## src/rtl/spi_flash_responder_if.sv

```systemverilog
// SPI pins plus the byte-wide memory read port of the flash responder.
// The slave modport is the responder; the master modport is the host/memory side.
interface spi_flash_responder_if #(
  parameter int ADDR_W = 24
);
  logic              cs_n_i;
  logic              sck_i;
  logic              mosi_i;
  logic              miso_o;
  logic              miso_oe_o;
  logic [ADDR_W-1:0] mem_addr_o;
  logic              mem_rd_o;
  logic [7:0]        mem_data_i;
  logic [7:0]        cmd_o;
  logic              cmd_valid_o;

  modport slave (
    input  cs_n_i, sck_i, mosi_i, mem_data_i,
    output miso_o, miso_oe_o, mem_addr_o, mem_rd_o, cmd_o, cmd_valid_o
  );

  modport master (
    output cs_n_i, sck_i, mosi_i, mem_data_i,
    input  miso_o, miso_oe_o, mem_addr_o, mem_rd_o, cmd_o, cmd_valid_o
  );
endinterface

```

## src/rtl/spi_flash_responder.sv

```systemverilog
// SPI flash slave (mode 0, oversampled on clk_i) answering READ, FAST READ,
// JEDEC ID and READ STATUS, with data fetched from a synchronous byte memory.
module spi_flash_responder #(
  parameter int          ADDR_W   = 24,
  parameter logic [23:0] JEDEC_ID = 24'hEF4017,
  parameter logic [7:0]  STATUS   = 8'h00
) (
  input logic               clk_i,
  input logic               rst_i,
  spi_flash_responder_if.slave bus
);
  typedef enum logic [2:0] {
    S_IDLE, S_CMD, S_ADDR, S_DUMMY, S_DATA, S_ID, S_STAT, S_IGNORE
  } state_e;

  logic cs_meta_q, cs_q, sck_meta_q, sck_q, sck_hist_q, mosi_meta_q, mosi_q;
  logic sck_rise, sck_fall;

  state_e            state_q, state_d;
  logic [4:0]        bit_cnt_q, bit_cnt_d;
  logic [6:0]        shift_q, shift_d;
  logic [ADDR_W-1:0] addr_sh_q, addr_sh_d;
  logic [ADDR_W-1:0] mem_addr_q, mem_addr_d;
  logic              mem_rd_q, mem_rd_d;
  logic              rd_pend_q, rd_pend_d;
  logic [7:0]        tx_q, tx_d;
  logic              miso_q, miso_d;
  logic              oe_q, oe_d;
  logic [7:0]        cmd_q, cmd_d;
  logic              cmd_valid_q, cmd_valid_d;
  logic              dummy_q, dummy_d;
  logic [1:0]        id_idx_q, id_idx_d;
  logic              armed_q, armed_d;
  logic [7:0]        opcode;

  // CS sync resets to "selected" so a CS held low across reset never arms;
  // a real high->low transition is needed before the next command.
  always_ff @(posedge clk_i or posedge rst_i) begin
    if (rst_i) begin
      cs_meta_q   <= 1'b0;
      cs_q        <= 1'b0;
      sck_meta_q  <= 1'b0;
      sck_q       <= 1'b0;
      sck_hist_q  <= 1'b0;
      mosi_meta_q <= 1'b0;
      mosi_q      <= 1'b0;
    end else begin
      cs_meta_q   <= bus.cs_n_i;
      cs_q        <= cs_meta_q;
      sck_meta_q  <= bus.sck_i;
      sck_q       <= sck_meta_q;
      sck_hist_q  <= sck_q;
      mosi_meta_q <= bus.mosi_i;
      mosi_q      <= mosi_meta_q;
    end
  end

  assign sck_rise = sck_q & ~sck_hist_q;
  assign sck_fall = ~sck_q & sck_hist_q;
  assign opcode   = {shift_q, mosi_q};

  always_ff @(posedge clk_i or posedge rst_i) begin
    if (rst_i) begin
      state_q     <= S_IDLE;
      bit_cnt_q   <= '0;
      shift_q     <= '0;
      addr_sh_q   <= '0;
      mem_addr_q  <= '0;
      mem_rd_q    <= 1'b0;
      rd_pend_q   <= 1'b0;
      tx_q        <= '0;
      miso_q      <= 1'b0;
      oe_q        <= 1'b0;
      cmd_q       <= '0;
      cmd_valid_q <= 1'b0;
      dummy_q     <= 1'b0;
      id_idx_q    <= '0;
      armed_q     <= 1'b0;
    end else begin
      state_q     <= state_d;
      bit_cnt_q   <= bit_cnt_d;
      shift_q     <= shift_d;
      addr_sh_q   <= addr_sh_d;
      mem_addr_q  <= mem_addr_d;
      mem_rd_q    <= mem_rd_d;
      rd_pend_q   <= rd_pend_d;
      tx_q        <= tx_d;
      miso_q      <= miso_d;
      oe_q        <= oe_d;
      cmd_q       <= cmd_d;
      cmd_valid_q <= cmd_valid_d;
      dummy_q     <= dummy_d;
      id_idx_q    <= id_idx_d;
      armed_q     <= armed_d;
    end
  end

  always_comb begin
    state_d     = state_q;
    bit_cnt_d   = bit_cnt_q;
    shift_d     = shift_q;
    addr_sh_d   = addr_sh_q;
    mem_addr_d  = mem_addr_q;
    mem_rd_d    = 1'b0;
    rd_pend_d   = mem_rd_q;
    tx_d        = tx_q;
    miso_d      = miso_q;
    oe_d        = oe_q;
    cmd_d       = cmd_q;
    cmd_valid_d = 1'b0;
    dummy_d     = dummy_q;
    id_idx_d    = id_idx_q;
    armed_d     = armed_q | cs_q;

    // Memory data arrives the cycle after the strobe, well before the next fall.
    if (rd_pend_q) tx_d = mem_data_i_w();

    if (cs_q) begin
      state_d   = S_IDLE;
      bit_cnt_d = '0;
      oe_d      = 1'b0;
      miso_d    = 1'b0;
    end else begin
      unique case (state_q)
        S_IDLE: begin
          if (armed_q) begin
            state_d   = S_CMD;
            bit_cnt_d = '0;
          end
        end
        S_CMD: begin
          if (sck_rise) begin
            shift_d   = opcode[6:0];
            bit_cnt_d = bit_cnt_q + 5'd1;
            if (bit_cnt_q == 5'd7) begin
              bit_cnt_d   = '0;
              cmd_d       = opcode;
              cmd_valid_d = 1'b1;
              dummy_d     = 1'b0;
              case (opcode)
                8'h03: state_d = S_ADDR;
                8'h0B: begin state_d = S_ADDR; dummy_d = 1'b1; end
                8'h9F: begin
                  state_d  = S_ID;
                  tx_d     = JEDEC_ID[23:16];
                  id_idx_d = 2'd1;
                  oe_d     = 1'b1;
                end
                8'h05: begin state_d = S_STAT; tx_d = STATUS; oe_d = 1'b1; end
                default: state_d = S_IGNORE;
              endcase
            end
          end
        end
        S_ADDR: begin
          if (sck_rise) begin
            // Only the low ADDR_W bits survive 24 shifts, giving the modulo wrap.
            addr_sh_d = {addr_sh_q[ADDR_W-2:0], mosi_q};
            bit_cnt_d = bit_cnt_q + 5'd1;
            if (bit_cnt_q == 5'd23) begin
              bit_cnt_d  = '0;
              mem_addr_d = {addr_sh_q[ADDR_W-2:0], mosi_q};
              if (dummy_q) begin
                state_d = S_DUMMY;
              end else begin
                state_d  = S_DATA;
                mem_rd_d = 1'b1;
                oe_d     = 1'b1;
              end
            end
          end
        end
        S_DUMMY: begin
          if (sck_rise) begin
            bit_cnt_d = bit_cnt_q + 5'd1;
            if (bit_cnt_q == 5'd7) begin
              bit_cnt_d = '0;
              state_d   = S_DATA;
              mem_rd_d  = 1'b1;
              oe_d      = 1'b1;
            end
          end
        end
        S_DATA, S_ID, S_STAT: begin
          if (sck_fall) begin
            miso_d = tx_q[7];
            tx_d   = {tx_q[6:0], 1'b0};
          end
          if (sck_rise) begin
            bit_cnt_d = bit_cnt_q + 5'd1;
            if (bit_cnt_q == 5'd7) begin
              bit_cnt_d = '0;
              if (state_q == S_DATA) begin
                mem_addr_d = mem_addr_q + 1'b1;
                mem_rd_d   = 1'b1;
              end else if (state_q == S_STAT) begin
                tx_d = STATUS;
              end else begin
                case (id_idx_q)
                  2'd1:    begin tx_d = JEDEC_ID[15:8]; id_idx_d = 2'd2; end
                  2'd2:    begin tx_d = JEDEC_ID[7:0];  id_idx_d = 2'd3; end
                  default: tx_d = 8'h00;
                endcase
              end
            end
          end
        end
        default: ;
      endcase
    end
  end

  function automatic logic [7:0] mem_data_i_w();
    return bus.mem_data_i;
  endfunction

  assign bus.miso_o      = miso_q;
  assign bus.miso_oe_o   = oe_q;
  assign bus.mem_addr_o  = mem_addr_q;
  assign bus.mem_rd_o    = mem_rd_q;
  assign bus.cmd_o       = cmd_q;
  assign bus.cmd_valid_o = cmd_valid_q;
endmodule

```

## src/flat_wrapper.sv

```systemverilog
// flat-port wrapper written by rule: the top's interface ports become plain ports
module spi_flash_responder_flat 
#(
  parameter int          ADDR_W   = 24,
  parameter logic [23:0] JEDEC_ID = 24'hEF4017,
  parameter logic [7:0]  STATUS   = 8'h00
)
  (clk_i, rst_i, bus_cs_n_i, bus_sck_i, bus_mosi_i, bus_mem_data_i, bus_miso_o, bus_miso_oe_o, bus_mem_addr_o, bus_mem_rd_o, bus_cmd_o, bus_cmd_valid_o);
  spi_flash_responder_if #(.ADDR_W(ADDR_W)) bus_i ();
  input logic clk_i;
  input logic rst_i;
  input wire logic [$bits(bus_i.cs_n_i)-1:0] bus_cs_n_i;
  input wire logic [$bits(bus_i.sck_i)-1:0] bus_sck_i;
  input wire logic [$bits(bus_i.mosi_i)-1:0] bus_mosi_i;
  input wire logic [$bits(bus_i.mem_data_i)-1:0] bus_mem_data_i;
  output wire logic [$bits(bus_i.miso_o)-1:0] bus_miso_o;
  output wire logic [$bits(bus_i.miso_oe_o)-1:0] bus_miso_oe_o;
  output wire logic [$bits(bus_i.mem_addr_o)-1:0] bus_mem_addr_o;
  output wire logic [$bits(bus_i.mem_rd_o)-1:0] bus_mem_rd_o;
  output wire logic [$bits(bus_i.cmd_o)-1:0] bus_cmd_o;
  output wire logic [$bits(bus_i.cmd_valid_o)-1:0] bus_cmd_valid_o;
  assign bus_i.cs_n_i = bus_cs_n_i;
  assign bus_i.sck_i = bus_sck_i;
  assign bus_i.mosi_i = bus_mosi_i;
  assign bus_i.mem_data_i = bus_mem_data_i;
  assign bus_miso_o = bus_i.miso_o;
  assign bus_miso_oe_o = bus_i.miso_oe_o;
  assign bus_mem_addr_o = bus_i.mem_addr_o;
  assign bus_mem_rd_o = bus_i.mem_rd_o;
  assign bus_cmd_o = bus_i.cmd_o;
  assign bus_cmd_valid_o = bus_i.cmd_valid_o;
  spi_flash_responder #(.ADDR_W(ADDR_W), .JEDEC_ID(JEDEC_ID), .STATUS(STATUS)) u_core (.clk_i(clk_i), .rst_i(rst_i), .bus(bus_i));
endmodule
```

## config.mk

```make
export PLATFORM = sky130hd
export DESIGN_NAME = spi_flash_responder_flat
export DESIGN_NICKNAME = d
export VERILOG_FILES = /design/src/rtl/spi_flash_responder_if.sv /design/src/rtl/spi_flash_responder.sv /design/src/flat_wrapper.sv
export SDC_FILE = /design/constraint.sdc
export NUM_CORES = 1
export LEC_CHECK = 0
export ABC_AREA = 1
export BUFFER_PORTS_ARGS = -buffer_cell sky130_fd_sc_hd__buf_2
export CAP_MARGIN = 30
export CORE_MARGIN = 1.5
export CORE_UTILIZATION = 25
export CTS_CLUSTER_DIAMETER = 60
export DETAILED_ROUTE_END_ITERATION = 8
export GPL_TIMING_DRIVEN = 0
export HOLD_SLACK_MARGIN = 0.08
export PLACE_DENSITY = 0.47
export SYNTH_ARGS = -nofsm -noshare
export SYNTH_HDL_FRONTEND = slang
export SYNTH_SLANG_ARGS = --single-unit
```

## constraint.sdc

```tcl
create_clock -name clk_i -period 3.65 [get_ports clk_i]
set_clock_uncertainty 0.05 [all_clocks]
set_input_delay 0.73 -clock clk_i [delete_from_list [all_inputs] [get_ports clk_i]]
set_output_delay 0.73 -clock clk_i [all_outputs]
set_load 0.05 [all_outputs]
```

Yosys cells after proc, flatten, opt, wreduce, memory -nomap -nowiden
Cells that the tools add are included.
W data, S select, Z words.
- input port bits: 13
- output and inout bits: 36
- word-level logic and storage cells: 157
- flip-flop bits (word level): 94
- reduce and logical (&&, ||, !) cells: 21
- equal/unequal tests: 35
- multiplexer cells: 71
- bitwise gates (word level): 6
- add/sub/neg operators: 2
- operators with widths (kind ; count):
    $mux W24 ; 5
    $mux W8 ; 9
    $pmux W24 S2 ; 1
    $pmux W8 S2 ; 2
    $mux W5 ; 6
    $mux W3 ; 9
    $ne A3 B1 Y1 const B ; 9
    $add A24 B1 Y24 const B ; 1
    $mux W1 ; 24
    $ne A2 B1 Y1 const B ; 8
    $pmux W5 S3 ; 1
    $mux W2 ; 7
    $pmux W7 S2 ; 1
    $pmux W3 S4 ; 1
    $reduce_and A10 Y1 ; 1
    $eq A3 B3 Y1 const B ; 3
    $pmux W3 S3 ; 1
    $reduce_and A9 Y1 ; 1
    $eq A8 B2 Y1 const B ; 1
    $eq A8 B3 Y1 const B ; 1
    $eq A8 B4 Y1 const B ; 1
    $eq A8 B8 Y1 const B ; 1
    $pmux W2 S2 ; 2
    $reduce_and A4 Y1 ; 2
    other kinds (24) ; 37

Depth between registers and ports, before layout
Gate-level depths: netlist (run 1).
- word-level depth: 8
- gate-level depth with buffers: 11
- mapped depth without buffers: 10

Worst setup path before layout (run 1)
Ideal clock, no wire load.
- path kind: reg-to-reg
- start point: register u_core.mem_addr_q[0] (netlist: u_core.bus.mem_addr_o[0])
- end point: register u_core.mem_addr_q[18] (netlist: u_core.bus.mem_addr_o[18])
- clock period less this slack: 2.075 ns
- cell stages (with the launch flop): 11
- path buffers: 0
- arrival time: 1.906 ns
- path slack: 1.575 ns
- library setup time: 0.118 ns
- data required time: 3.482 ns
- cells stage by stage: dfrtp_1 > ha_1 > nand2_1 > nor2_2 > nand2_1 > nor2_1 > nand3_1 > nand2_1 > nand3_1 > nand3_1 > nand2_1
- cells in the longest elaborated chain, start to end: 5
- RTL lines (item ; line ; RTL):
    start, declared ; spi_flash_responder.sv:23 ; logic [ADDR_W-1:0] mem_addr_q, mem_addr_d;
    start signal, assigned ; spi_flash_responder.sv:84 ; mem_addr_q <= mem_addr_d;
    $add A24 B1 Y24 ; spi_flash_responder.sv:194 ; mem_addr_d = mem_addr_q + 1'b1;
    $mux W24 ; spi_flash_responder.sv:193 ; if (state_q == S_DATA) begin
    $mux W24 ; spi_flash_responder.sv:191 ; if (bit_cnt_q == 5'd7) begin
    $mux W24 ; spi_flash_responder.sv:189 ; if (sck_rise) begin
    $pmux W24 S2 ; spi_flash_responder.sv:124 ; unique case (state_q)
No other way between the ends. The select of a mux whose other input is x is not followed.
A chain may end at the register's enable or synchronous reset.

Worst setup path after layout (run 1)
Same ends and word-level chain as after synthesis.

==> results of run 1 <==
final cells by class:
type                       instances  area share [%]
clock buffer                      13            4.06
inverter                          98            6.00
buffer                            20            1.54
timing repair buffer              49            4.34
clock inverter                     3           0.710
multi-input combinational        551            39.8
sequential                        94            38.1
tap                              270            5.47
synthesized netlist by cell type, drive strengths merged:
cell,instances,area (um2)
clkbuf,11,41.3
or2,3,18.8
a31oi,1,6.26
nand3,68,358
ha,2,25.0
nand2,260,978
nand4,6,37.5
a21oi,27,135
dfrtp,94,2350
nor3,6,40.0
nor2,88,378
o21ai,82,414
nand3b,3,22.5
xor2,3,26.3
a21boi,1,7.51
o22ai,1,6.26
buf,9,53.8
inv,98,368
power groups by stage:
stage / combinational, mW / sequential [mW] / clock [mW]
detailed placement: 1.83 / 1.54 / 0
CTS: 1.83 / 1.52 / 1.00
global placement: 1.82 / 1.54 / 0
global route: 2.05 / 1.56 / 1.04
floorplan: 1.04 / 1.84 / 0
finish: 1.82 / 1.52 / 0.971
critical path: stages, from the launching register on:
cell	delay (ns)
dfrtp_1	0.52
ha_1	0.23
nand2_1	0.08
nor2_2	0.29
nand2_1	0.26
nor2_1	0.29
nand3_1	0.11
nand2_1	0.07
nand3_1	0.06
nand3_1	0.09
nand2_1	0.05
placed cells by master (no fill, tap or decap), types with 2 or more instances in the layout:
cell,netlist,routed
nor3_1,4,4
nor2_2,4,4
nand3_1,66,66
o21ai_1,21,21
dfrtp_1,94,94
a21oi_1,27,27
ha_1,2,2
inv_1,87,86
clkbuf_1,11,14
nor2_1,79,79
nor2_4,5,5
xor2_1,3,3
nand2_1,259,259
or2_2,3,3
inv_2,11,11
nor3_2,2,2
nand3b_1,3,3
clkbuf_16,0,9
o21ai_0,60,60
buf_2,7,55
nand4_1,6,6
final timing paths:
path                                     startpoint                        end  slack [ns]  cells past startpoint
min                               u_core.sck_meta_q               u_core.sck_q        0.30                      0
min in group asynchronous                     rst_i     u_core.bus.cmd_valid_o        0.34                      2
max reg2reg                u_core.bus.mem_addr_o[0]  u_core.bus.mem_addr_o[18]        1.43                     10
min reg2reg                       u_core.sck_meta_q               u_core.sck_q        0.30                      0
max in group asynchronous                     rst_i   u_core.bus.mem_addr_o[3]        2.54                      3
max                        u_core.bus.mem_addr_o[0]  u_core.bus.mem_addr_o[18]        1.43                     10
routing by layer:
| layer | wire length [um] | global-route usage (%) |
|---|---|---|
| met4 | 272 | 5.45 |
| met3 | 556 | 2.24 |
| met2 | 6910 | 23.1 |
| met1 | 7090 | 18.5 |
| met5 | 0 | 0 |
sequential cells by signal (all words and copies together), names as in the netlist, 2 cells and up:
signal and cells:
u_core.addr_sh_q 23, u_core.bus.cmd_o 8, u_core.shift_q 7, u_core.bus.mem_addr_o 24, u_core.id_idx_q 2, u_core.bit_cnt_q 5, u_core.tx_q 8, u_core.state_q 3
stage by stage:
stage	hold slack, ns	setup slack, ns
CTS	0.304	1.38
finish	0.300	1.43
global route	0.317	1.26
floorplan	0.281	0.421
global placement	0.284	-0.999
detailed placement	0.288	1.39
cell families (layout without fill, tap and decap cells):
group	after synthesis	in the layout	share of synthesized area (%)
xor+xnor	3	3	0.499
fa+ha+maj	2	2	0.475
buf+inv	118	183	8.79
compound gates	112	112	10.8
simple gates	434	434	34.8
flops	94	94	44.6
==> results.yml, run 1 <==
outcome:
  outcome: "completed"
global_route:
  antenna_found_initial: 0
  grt_usage_pct: 14.1
  grt_max_degree: 63
  grt_pass1_vias: 4742
  grt_pass1_wl_mm: 24.2
  grt-ovfl-total: 0
critical_path:
  worstPathRequired_ns: 3.85
  startpoint_type: "register"
  crit_fanout: 8
  crit_type: "register to register"
  worstSetupEndpointType: "register"
  worstPathArrival_ns: 2.41
logic_synthesis:
  synth_area_um2: 5270
  synth_cell_types: 29
  synth_nets: 778
  ys_warn_count: 0
  postSynthAreaPerCell_um2: 6.91
  ys_seq_elements: 94
  ys_seq_area_share_pct: 44.6
  synth_cells: 763
drt:
  drc: 0
  wl_mm: 14.8
  drt-initial-drc-count: 321
  drtAntennaViolNets: 0
  first_pass_iters: 5
  wire_per_inst_um: 13.5
  vias: 4856
  vias_per_cell: 4.42
floorplan:
  initial_core_util_pct: 25.8
  row_count: 52
  coreArea_um2: 20400
  fp.dieH_um: 148
  die-area_um2: 22000
  die_w_um: 148
  pin_count: 49
worst_hold_path:
  hold_path.class: "register to register"
timing:
  rsz0062_at_grt: "false"
  fin_tns_setup_ns: 0
  tightest_slew_ns: 0.581
  setup_viol: 0
  post-route-period-util_pct: 60.7
  slew_headroom_pct: 61.3
  final_max_slew_viol_count: 0
  hold_viol: 0
  fmax_mhz: 451
  finalCriticalPeriod_ns: 2.22
final_layout:
  n_fill_cell: 2330
  antenna_cells: 0
  fin_cells: 1098
  areaGrowthSynthToFinish_pct: 17.1
  nNetsFinal: 838
  multi_input_area_um2: 2450
  fin_area_um2: 6170
  drive_gt1_share_pct: 12.2
  seq_area_um2: 2350
  fin_util_pct: 30.2
power:
  combPwrFrac_pct: 42.3
  ir_drop_uv: 224
  p_seq_share_pct: 35.2
  p_leak_nw: 2.95
  power.internal_mw: 2.35
  power.density_nw_per_um2: 698
  p_sw_share_pct: 45.4
  clock_power_share_pct: 22.5
  switchingPower_mw: 1.96
  power_mw: 4.31
clocking:
  clk_latency_ns: 0.35
  clockBufferDepth: 2
  clk_pin_slew_ns: 0.07
  clock_sinks: 94
  post-cts-setup-buffer-count: 0
  cts_tree: "yes"
  ctsResizeCount: 0
  htreeDepth: 3
  hold_buffers: 0
  clock-root-buffer: "clkbuf_16"
  numCtsBuffers: 9
placement:
  dp_hpwl_mm: 11.0
  dpl-instance-area_um2: 5880
  io_buffer_count: 48
  placed_cells: 1082
  place.gp.congestion: 0.841
run:
  cap_violations: 0
Power figures use the tool's default switching activity.
==> inputs of run 2 (changes only) <==
Settings changed: PLACE_DENSITY 0.47 to 0.49.
Clock period 3.65 ns to 2 ns, I/O delays scaled along.
==> results.yml, run 2 (same netlist as run 1, synthesis figures left out) <==
floorplan:
  pin_count: 49
  initial_core_util_pct: 25.8
  coreArea_um2: 20400
  fp.dieH_um: 148
  die-area_um2: 22000
  die_w_um: 148
  row_count: 52
final_layout:
  fin_area_um2: 6340
  fin_util_pct: 31.0
  nNetsFinal: 850
  drive_gt1_share_pct: 15.5
  final_cell_mix: "nand2_1, dfrtp_1, inv_1, nor2_1, nand3_1"
  final_common_cell: "nand2_1"
  antenna_cells: 0
  largest_reg_flops: 24
  areaGrowthSynthToFinish_pct: 20.4
clocking:
  clockBufferDepth: 2
  clk_latency_ns: 0.35
  clock-root-buffer: "clkbuf_16"
  cts_tree: "yes"
  numCtsBuffers: 9
  hold_buffers: 0
  clock_sinks: 94
  htreeDepth: 3
  clk_pin_slew_ns: 0.07
power:
  power.density_nw_per_um2: 1230
  ir_drop_uv: 454
  p_leak_nw: 3.01
  power_mw: 7.77
global_route:
  grt-ovfl-total: 0
  antenna_found_initial: 0
  grt_max_degree: 34
  grt_pass1_wl_mm: 24.4
  grt_usage_pct: 14.0
  grt_pass1_vias: 4762
outcome:
  outcome: "completed"
critical_path:
  crit_fanout: 5
  cp_slowest_cell: "dfrtp_1"
  worstSetupEndpointType: "register"
  crit_type: "register to register"
  crit_chain: "ha_2 -> nand2_4 -> nor3_4 -> nand2_2 -> nand2_2 -> nand3_2 -> nor2_4 -> buf_4 -> nand3_1 -> o21ai_1"
  worstPathArrival_ns: 2.13
  r2r_slack_ns: 0.09
  worst_r2r_path_depth: 10
  slowest_delay_ns: 0.37
  rr_endpoint: "u_core.bus.mem_addr_o[9]"
  worstPathRequired_ns: 2.22
  crit_top_cell: "nand2_2"
  startpoint_type: "register"
  worstReg2RegStart: "u_core.bit_cnt_q[1]"
timing:
  post-route-period-util_pct: 95.7
  rsz0062_at_grt: "true"
  finalCriticalPeriod_ns: 1.91
  final_max_slew_viol_count: 0
  fmax_mhz: 522
  setup_viol: 0
  slew_headroom_pct: 52.5
  setup_ws_ns: 0.0861
  hold_viol: 0
  tightest_slew_ns: 0.711
drt:
  wire_per_inst_um: 13.3
  wl_mm: 14.7
  first_pass_iters: 4
  vias_per_cell: 4.43
  drc: 0
  vias: 4918
  drtAntennaViolNets: 0
  drt-initial-drc-count: 286
placement:
  pre_cts_slack_ns: -0.173
  place.gp.congestion: 0.815
  dpl-instance-area_um2: 5890
  io_buffer_count: 48
  dp_hpwl_mm: 10.9
run:
  cap_violations: 0
worst_hold_path:
  hold_path.class: "input port to async pin"
[run 2: cell types whose count changed in the layout (fill, tap and decap cells not counted), sizes merged]
cell,change
inv,-1
bufinv,-1
buf,+10
clkinvlp,+1
clkbuf,+2
[run 2: layer usage]
layer	global-route usage (%)	share of wire, %	vias up
met3	2.02	3.1	15
met1	18.8	49	2289
met5	0	0	-
li1	-	-	2548
met2	23.2	47	66
met4	4.80	1.4	0
[run 2: what timing repair did]
action,in CTS,in global routing
cloned,0,1
resized for setup,3,36
buffers inserted,3,7
setup endpoints to repair,20,47
pin swaps,2,8
[run 2: worst max path at each step]
stage / cells past startpoint / slack [ns] / endpoint / start
finish: 10 / 0.09 / u_core.bus.mem_addr_o[9] / u_core.bit_cnt_q[1]
global route: 10 / -0.06 / u_core.tx_q[6] / u_core.bit_cnt_q[1]
CTS: 10 / -0.04 / u_core.bus.mem_addr_o[20] / u_core.bit_cnt_q[1]
detailed placement: 10 / -0.17 / u_core.bus.mem_addr_o[18] / u_core.bus.mem_addr_o[0]
global placement: 2 / -0.50 / u_core.bus.mem_addr_o[1] / rst_i
floorplan: 10 / 0.11 / u_core.bus.mem_addr_o[18] / u_core.bus.mem_addr_o[0]
[run 2: critical path: cells and delay by family (launching register included)]
family | cells | cell delay, ns
DFF | 1 | 0.37
adders and majority gates | 1 | 0.22
AOI/OAI and AO/OA | 1 | 0.09
and+or+nand+nor | 7 | 0.91
buffers and inverters | 1 | 0.19
[run 2: layout make-up]
cell class	count	area, um2
fillers	2285	14100
multi-input cells	551	2540
flip-flops and latches	94	2350
inverters	98	377
repair buffers	61	370
well taps	270	338
clock buffers	13	240
plain buffers	20	109
clock inverters	2	10.0
[run 2: metrics by stage]
stage	std cells	hold WS (ns)	TNS, ns
final	1109	0.101	0
after global routing	1109	0.0955	-0.462
after CTS	1101	0.0895	-0.349
after detailed placement	1083	0.285	-1.18
after global placement	1081	0.284	-33.66
after floorplan	763	0.281	0
[run 2: power breakdown]
part	internal, mW	switching, mW	total, mW
Clock	0.835	0.730	1.57
Sequential	2.35	0.428	2.78
Combinational	0.992	2.44	3.43
Total	4.18	3.59	7.77
==> inputs of run 3 (changes only) <==
Settings changed: ABC_AREA 1 to not set, PLACE_DENSITY 0.49 to 0.47.
Clock period 2 ns to 2.05 ns, I/O delays scaled along.
==> results.yml, run 3 <==
worst_hold_path:
  whs_endpoint: "u_core.mosi_meta_q"
  hold_path.class: "input port to register"
  min-delay-start: "bus_mosi_i"
  hold_depth: 1
critical_path:
  worstSetupEndpointType: "register"
  rr_endpoint: "u_core.tx_q[3]"
  startpoint_type: "register"
  worstPathArrival_ns: 2.27
  worst_r2r_path_depth: 5
  worstReg2RegStart: "u_core.shift_q[4]"
  crit_type: "register to register"
  worstPathRequired_ns: 2.28
  crit_fanout: 5
  r2r_slack_ns: 0.009
logic_synthesis:
  synth_cells: 476
  synth_area_um2: 4780
  synth_flop_cell: "dfrtp_1"
  synth.top_cell.area_share_pct: 49.2
  ys_seq_area_share_pct: 49.2
  synth_area_leaders: "dfrtp_1, mux2_1, a21oi_1, nand2_1, mux2_2"
  ys_warn_count: 0
  synth_edf_count: 0
  ys_seq_elements: 94
  synth_simple_gate_area_share_pct: 18.4
  synth_nets: 491
  synth_cell_types: 65
  synthArstFlopShare_pct: 100
  synthMuxAreaShare_pct: 10.2
  synth_xor_area_share_pct: 0.550
  ys_top_cells_by_count: "dfrtp_1, a21oi_1, nand2_1, o21ai_0, nand3_1"
  synthAdderAreaFrac_pct: 0.524
  yosysTopAreaCell: "dfrtp_1"
  synth_top_family_by_area: "simple AND/OR/NAND/NOR gates"
  synth_compound_area_share_pct: 17.9
  yosysMostFrequentCell: "dfrtp_1"
  postSynthAreaPerCell_um2: 10.0
floorplan:
  die_w_um: 141
  die-area_um2: 19900
  row_count: 50
  fp.dieH_um: 141
  pin_count: 49
  initial_core_util_pct: 25.5
  coreArea_um2: 18700
outcome:
  outcome: "completed"
timing:
  finalCriticalPeriod_ns: 2.04
  hold_viol: 0
  rsz0062_at_grt: "true"
  final_max_slew_viol_count: 0
  fmax_mhz: 490
  post-route-period-util_pct: 99.6
  fin_tns_setup_ns: 0
  hold_slack_ns: 0.111
  slew_headroom_pct: 63.2
  tightest_slew_ns: 0.550
  setup_viol: 0
clocking:
  cts_tree: "yes"
  clk_latency_ns: 0.36
  numCtsBuffers: 9
  clock-root-buffer: "clkbuf_16"
  clockBufferDepth: 2
  clk_pin_slew_ns: 0.07
  clock_sinks: 94
  htreeDepth: 3
power:
  power.density_nw_per_um2: 669
  p_leak_nw: 2.61
  ir_drop_uv: 393
final_layout:
  areaGrowthSynthToFinish_pct: 22.1
  n_fill_cell: 1918
  nNetsFinal: 559
  final_common_cell: "dfrtp_1"
  largest_reg_flops: 24
  antenna_cells: 0
  final_cell_mix: "dfrtp_1, buf_2, a21oi_1, nand2_1, o21ai_0"
  drive_gt1_share_pct: 25.1
placement:
  io_buffer_count: 48
  dp_hpwl_mm: 9.63
  place.gp.congestion: 0.858
drt:
  vias: 4053
  wl_mm: 13.7
  vias_per_cell: 5.18
  drtAntennaViolNets: 0
  top_layer_used: "met4"
  wl_met1_mm: 6.60
  wire_per_inst_um: 17.5
  drc: 0
  first_pass_iters: 5
  drt-initial-drc-count: 272
  wl_met2_mm: 6.13
  dr_wl_met3_um: 863
global_route:
  grt_pass1_wl_mm: 22.1
  grt_pass1_vias: 4017
  grt_max_degree: 42
  grt-ovfl-total: 0
  antenna_found_initial: 0
  grt_usage_pct: 14.1
run:
  cap_violations: 0
[run 3: cell count changes after synthesis, sizes merged, moves of 13 or more]
cell   previous run  this run
nand2           260        48
nand3            68        24
o22ai             1        14
nor2             88        22
inv              98         7
a21oi            27        51
mux2              0        36
o21ai            82        34
[run 3: what timing repair did]
item                                   in CTS  in global routing
setup endpoints to repair                  55                 54
hold buffers                                1                  0
pin swaps                                   2                  4
endpoints found under the hold margin      22                  0
cloned                                      0                  0
buffers inserted                            2                  4
resized for setup                          19                 26
[run 3: report_power, final]
group          internal [mW]  total [mW]  switching (mW)  leakage [nW]
Combinational          0.126       0.310           0.185          1.19
Clock                  0.887        1.63           0.744         0.138
Sequential              1.90        1.96          0.0580          1.28
[run 3: area by class of cell]
class,count,area (um2),area share [%]
sequential,94,2350,40.3
multi-input combinational,349,2360,40.5
timing repair buffer,57,335,5.75
clock buffer,11,253,4.33
inverter,7,30.0,0.515
clock inverter,5,33.8,0.579
tap,234,293,5.02
buffer,26,174,2.98
[run 3: how the worst max path moves through the flow]
| stage | from | to | slack (ns) | cells past startpoint |
|---|---|---|---|---|
| after CTS | u_core.state_q[1] | u_core.bus.mem_addr_o[5] | 0.003 | 8 |
| final | u_core.shift_q[4] | u_core.tx_q[3] | 0.009 | 5 |
| after detailed placement | u_core.state_q[1] | u_core.bus.mem_addr_o[5] | -0.45 | 8 |
| after global placement | u_core.state_q[1] | u_core.bus.mem_addr_o[5] | -0.47 | 8 |
| after floorplan | u_core.bus.mem_addr_o[0] | u_core.bus.mem_addr_o[16] | 0.04 | 6 |
| after global routing | u_core.shift_q[4] | u_core.tx_q[3] | -0.08 | 5 |
[run 3: cell families after synthesis]
| family | count (synthesis) |
|---|---|
| AOI/OAI and AO/OA | 141 |
| xor gates and xnor gates | 3 |
| adders and majority gates | 2 |
| buffers and inverters | 33 |
| DFF | 94 |
| muxes | 44 |
| and+or+nand+nor | 159 |
[run 3: per-stage QoR]
step                      area (um2)  utilization (%)  power (mW)  worst slack [ns]  std cells
after detailed placement        5350             28.6        2.27            -0.453        760
after global routing            5830             31.2        4.09           -0.0767        783
after CTS                       5740             30.7        3.94           0.00308        779
final                           5830             31.2        3.90           0.00922        783
after global placement          5310             28.4        2.26            -0.465        758
after floorplan                 4780                -        2.18            0.0369        476
[run 3: worst max-delay path: stages, from the launching register on]
cell and delay, ns:
dfrtp_1 0.40, or3b_4 0.42, or4b_4 0.55, nor3_4 0.31, a211oi_1 0.10, o21ai_1 0.14
[run 3: per-layer routing]
layer,vias up,global-route usage (%)
met3,11,3.70
li1,1908,-
met2,136,21.2
met5,-,0
met1,1998,20.2
met4,0,3.13
